`config.mk`:
```
export PLATFORM = sky130hd
export DESIGN_NAME = parity_frame_tx
export DESIGN_NICKNAME = d
export VERILOG_FILES = /design/src/rtl/parity_frame_tx.sv
export SDC_FILE = /design/constraint.sdc
export NUM_CORES = 1
export LEC_CHECK = 0
export ABC_CLOCK_PERIOD_IN_PS = 2600
export CELL_PAD_IN_SITES_DETAIL_PLACEMENT = 1
export CELL_PAD_IN_SITES_GLOBAL_PLACEMENT = 1
export CORE_UTILIZATION = 30
export CTS_CLUSTER_SIZE = 40
export DETAILED_ROUTE_END_ITERATION = 8
export PLACE_DENSITY_LB_ADDON = 0.1
export SYNTH_ARGS = -nofsm -noshare
export SYNTH_HDL_FRONTEND = slang
export SYNTH_SLANG_ARGS = --single-unit
```
`constraint.sdc`:
```
create_clock -name clk -period 2.6 [get_ports clk]
set_input_delay 0.52 -clock clk [delete_from_list [all_inputs] [get_ports clk]]
set_output_delay 0.52 -clock clk [all_outputs]
set_load 0.005 [all_outputs]
```
`src/rtl/parity_frame_tx.sv`:
```
// Serial frame transmitter: start bit, N data bits LSB first, even-parity bit, stop bit.
// Each bit is held for CLKS_PER_BIT cycles; all outputs come straight from flops.
module parity_frame_tx #(
  parameter int unsigned N            = 8,
  parameter int unsigned CLKS_PER_BIT = 4
) (
  input  logic         clk,
  input  logic         rst,
  input  logic [N-1:0] data_in,
  input  logic         valid_in,
  output logic         ready_out,
  output logic         tx,
  output logic         busy,
  output logic         done
);

  localparam int unsigned CNT_W = (CLKS_PER_BIT > 1) ? $clog2(CLKS_PER_BIT) : 1;
  localparam int unsigned IDX_W = $clog2(N);
  localparam logic [CNT_W-1:0] CNT_LAST = CNT_W'(CLKS_PER_BIT - 1);
  localparam logic [IDX_W-1:0] IDX_LAST = IDX_W'(N - 1);

  typedef enum logic [2:0] {
    S_IDLE   = 3'd0,
    S_START  = 3'd1,
    S_DATA   = 3'd2,
    S_PARITY = 3'd3,
    S_STOP   = 3'd4
  } state_e;

  state_e           state_q, state_d;
  logic [CNT_W-1:0] cnt_q, cnt_d;
  logic [IDX_W-1:0] idx_q, idx_d;
  logic [N-1:0]     shift_q, shift_d;
  logic             par_q, par_d;
  logic             tx_q, tx_d;
  logic             ready_q, ready_d;
  logic             busy_q, busy_d;
  logic             done_q, done_d;
  logic             bit_end;

  // Next-state logic; tx is derived from the next state so it lines up with the state register.
  always_comb begin
    state_d = state_q;
    cnt_d   = cnt_q;
    idx_d   = idx_q;
    shift_d = shift_q;
    par_d   = par_q;
    done_d  = 1'b0;
    bit_end = (cnt_q == CNT_LAST);

    if (state_q != S_IDLE) begin
      cnt_d = bit_end ? '0 : cnt_q + CNT_W'(1);
    end

    case (state_q)
      S_IDLE: begin
        if (valid_in) begin
          state_d = S_START;
          cnt_d   = '0;
          idx_d   = '0;
          shift_d = data_in;
          par_d   = ^data_in;
        end
      end
      S_START: begin
        if (bit_end) state_d = S_DATA;
      end
      S_DATA: begin
        if (bit_end) begin
          shift_d = shift_q >> 1;
          if (idx_q == IDX_LAST) begin
            state_d = S_PARITY;
            idx_d   = '0;
          end else begin
            idx_d = idx_q + IDX_W'(1);
          end
        end
      end
      S_PARITY: begin
        if (bit_end) state_d = S_STOP;
      end
      S_STOP: begin
        if (bit_end) begin
          state_d = S_IDLE;
          done_d  = 1'b1;
        end
      end
      default: state_d = S_IDLE;
    endcase

    case (state_d)
      S_START:  tx_d = 1'b0;
      S_DATA:   tx_d = shift_d[0];
      S_PARITY: tx_d = par_d;
      default:  tx_d = 1'b1;
    endcase

    ready_d = (state_d == S_IDLE);
    busy_d  = !ready_d;
  end

  always_ff @(posedge clk or posedge rst) begin
    if (rst) begin
      state_q <= S_IDLE;
      cnt_q   <= '0;
      idx_q   <= '0;
      shift_q <= '0;
      par_q   <= 1'b0;
      tx_q    <= 1'b1;
      ready_q <= 1'b1;
      busy_q  <= 1'b0;
      done_q  <= 1'b0;
    end else begin
      state_q <= state_d;
      cnt_q   <= cnt_d;
      idx_q   <= idx_d;
      shift_q <= shift_d;
      par_q   <= par_d;
      tx_q    <= tx_d;
      ready_q <= ready_d;
      busy_q  <= busy_d;
      done_q  <= done_d;
    end
  end

  assign tx        = tx_q;
  assign ready_out = ready_q;
  assign busy      = busy_q;
  assign done      = done_q;

endmodule

```
==> results by group <==
Global route
  – Initial antenna violation count: 0
  – First-pass GRT wire length: 3443 um
  – Total GRT Usage: roughly an eighth
  – Pin count of the biggest net entering global routing: 22
  – Total gr overflow: 0
  – Vias in the first global route: between 700 and 800

Route
  – Antenna Nets Post-Route: 0
  – DR vias/cell: about 4.7
  – Post-Route WL: approximately 2000 um
  – First drt pass iteration count: 4
  – Via count: approximately 740
  – Initial drt markers: 14
  – DRC: 0
  – Drt wl/cell: around 13 um

Floorplan
  – # IOs: 15
  – Chip width: between 60 and 70 um
  – Starting Density: about a third
  – Height of the die: 60.27 um
  – Core Region: 3128 um^2
  – Site row count: 20
  – Die area: roughly 3600 um^2

Min path
  – Hold depth: 2
  – Hold crit path type: flip-flop to flip-flop

Layout
  – Share of layout cells above drive strength 1: under 10%
  – Final std cells w/o fill: around 160
  – Inserted Diodes: 0
  – # nets final: about 130
  – Layout area overhead: 20.76%

Setup path
  – Startpoint Class: flip-flop
  – Cells on worst reg2reg path: 6
  – Critical path data arrival time: around 2200 ps
  – Worst Path Class, Setup: flip-flop to flip-flop
  – Required @ worst endpoint: ~2900 ps
  – Crit-path max FO: 14
  – Crit end category: flip-flop

Timing
  – Fin crit period: approximately 1900 ps
  – F_max: around 520 MHz
  – Final worst-path cycle share: 73.98%
  – RSZ-0062 raised after global routing: no
  – Slew HR: 64.34%
  – Setup violations, final: 0
  – TNS Setup: 0 ps
  – Worst-margin pin slew: approximately 530 ps
  – Skew final: 12.74 ps
  – Fin. Hold Viols: 0
  – Slew Viols, Final: 0

Yosys
  – Sequential fraction of the synthesis area: slightly above 50%
  – Count leader, synth: dfrtp_1
  – Async SR Flop Fraction: between 90% and 100%
  – Post-synth EDFFs: 0
  – Synth top area share: ~47%
  – Synth Area per Inst: just over 10 um^2
  – Largest area contributor in the netlist: dfrtp_1
  – Syn. warnings: 0
  – Synth Register Bits: 21
  – Synth cell count leaders: dfrtp_1 (19), nand2_1 (16), xnor2_1 (7)
  – Gate Count Post-Synth: between 90 and 100
  – Unique cell type count in the Yosys netlist: 29
  – Post-Synthesis Net Count: 112
  – Main area contributors after synthesis: dfrtp_1 (47%), xnor2_1 (6.0%), nand2_1 (5.9%)
  – Synthesized area: slightly above 1000 um^2
  – Synth Flop Type: dfrtp_1

Clocking
  – Post-CTS setup buffers: 0
  – Post_cts resized: 0
  – Max Root-Sink Buffers: 2
  – H-tree depth: 1
  – Clk pin slew, worst setup/hold paths: between 100 and 150 ps
  – Clock latency on the worst-skew pair: about 300 ps
  – Num CTS Buffers: 3
  – Post-CTS Hold Fix Bufs: 0
  – CTS Sinks: 21
  – CTS tree: done
  – CTS root buf: clkbuf_4

Flow run
  – Max_cap viols: 0

Status
  – Status: finished clean

Power and ir drop
  – LEAKAGE: 0.5453 nW
  – Tot Pwr: roughly 1.2 mW
  – Power Dens Cells: roughly 960 nW/um^2
  – Worst vdd ir: 320.7 uV

Place
  – Placed cells: approximately 150
  – IO buf count: 14
  – Final GP Congestion: 0.6885
  – DP HPWL: roughly 1500 um
==> worst paths after layout <==
kind | slack, ps | to | startpoint
hold / removal | 500 | shift_q[6] | shift_q[6]
hold reg to reg | 500 | shift_q[6] | shift_q[6]
max in group asynchronous | 1780 | tx | rst
setup reg to reg | 680 | tx | cnt_q[0]
setup / recovery | 680 | tx | cnt_q[0]
min in group asynchronous | 520 | done | rst
==> cell usage in the layout (no fill, tap or decap), types with 2 or more instances in the layout <==
cell type	synthesis	layout
nand2_1	16	16
a22oi_1	6	6
inv_1	3	3
dfstp_2	2	2
xnor2_1	7	7
a22o_1	2	2
o31a_1	2	2
nand3_1	3	3
a21oi_1	2	2
ha_1	3	3
o21ai_0	6	6
buf_4	1	3
dfrtp_1	19	19
clkbuf_4	0	3
nand3b_1	2	2
and3_1	2	2
nor3_1	2	2
nor2_1	4	4
clkdlybuf4s50_1	0	14
==> through the flow <==
step / hold slack, ps / setup WS [ps] / cell area, um^2 / utilization (%)
2_1_floorplan: 446.1 / 985.1 / 1018 / -
3_3_place_gp: 468.2 / 630.4 / 1204 / 38.48
3_5_place_dp: 468.4 / 586.7 / 1204 / 38.48
4_1_cts: 497.4 / 639.0 / 1230 / 39.32
5_1_grt: 520.3 / 533.8 / 1230 / 39.32
6_report: 497.5 / 676.5 / 1230 / 39.32
==> logic make-up (layout without fill, tap and decap cells) <==
kind of cell | after synthesis | count (layout) | synth area share, %
simple gates | 36 | 36 | 19.41
compound gates | 22 | 22 | 14.74
flops | 21 | 21 | 51.84
buf+inv | 9 | 24 | 4.300
xor+xnor | 7 | 7 | 6.020
fa+ha+maj | 3 | 3 | 3.686
==> sequential cells by signal, indices dropped and copies added, names as in the netlist <==
register	flops
idx_q	3
par_q	1
state_q	3
tx	1
done	1
cnt_q	2
ready_out	1
busy	1
shift_q	8
==> worst max-delay path: stages (launching register included) <==
cell      delay [ps]
dfrtp_1          420
ha_1             300
nor4bb_1         170
buf_4            180
nor2_2           440
a21o_1           220
o31a_1           120
==> per-layer routing <==
metal	up-vias	share of wire (%)	global-route usage (%)
met3	2	3.0	2.597
met4	0	0.86	6.977
met5	-	0	0
li1	373	-	-
met2	12	45	21.82
met1	349	51	16.08
==> power breakdown <==
| group | internal [mW] | switching (mW) | leakage, nW |
|---|---|---|---|
| registers | 0.472 | 0.112 | 0.258 |
| clock network | 0.0597 | 0.0993 | 0.0150 |
| logic | 0.215 | 0.221 | 0.272 |
| total | 0.747 | 0.432 | 0.545 |
==> cell type report <==
class	instances	area (um^2)
Multi-Input combinational cell	68	446.7
Timing Repair Buffer	17	162.7
Inverter	3	11.26
Clock buffer	4	26.28
Tap cell	44	55.05
Sequential cell	21	528.0
Fill cell	372	1898
Power figures use the tool's default switching activity.
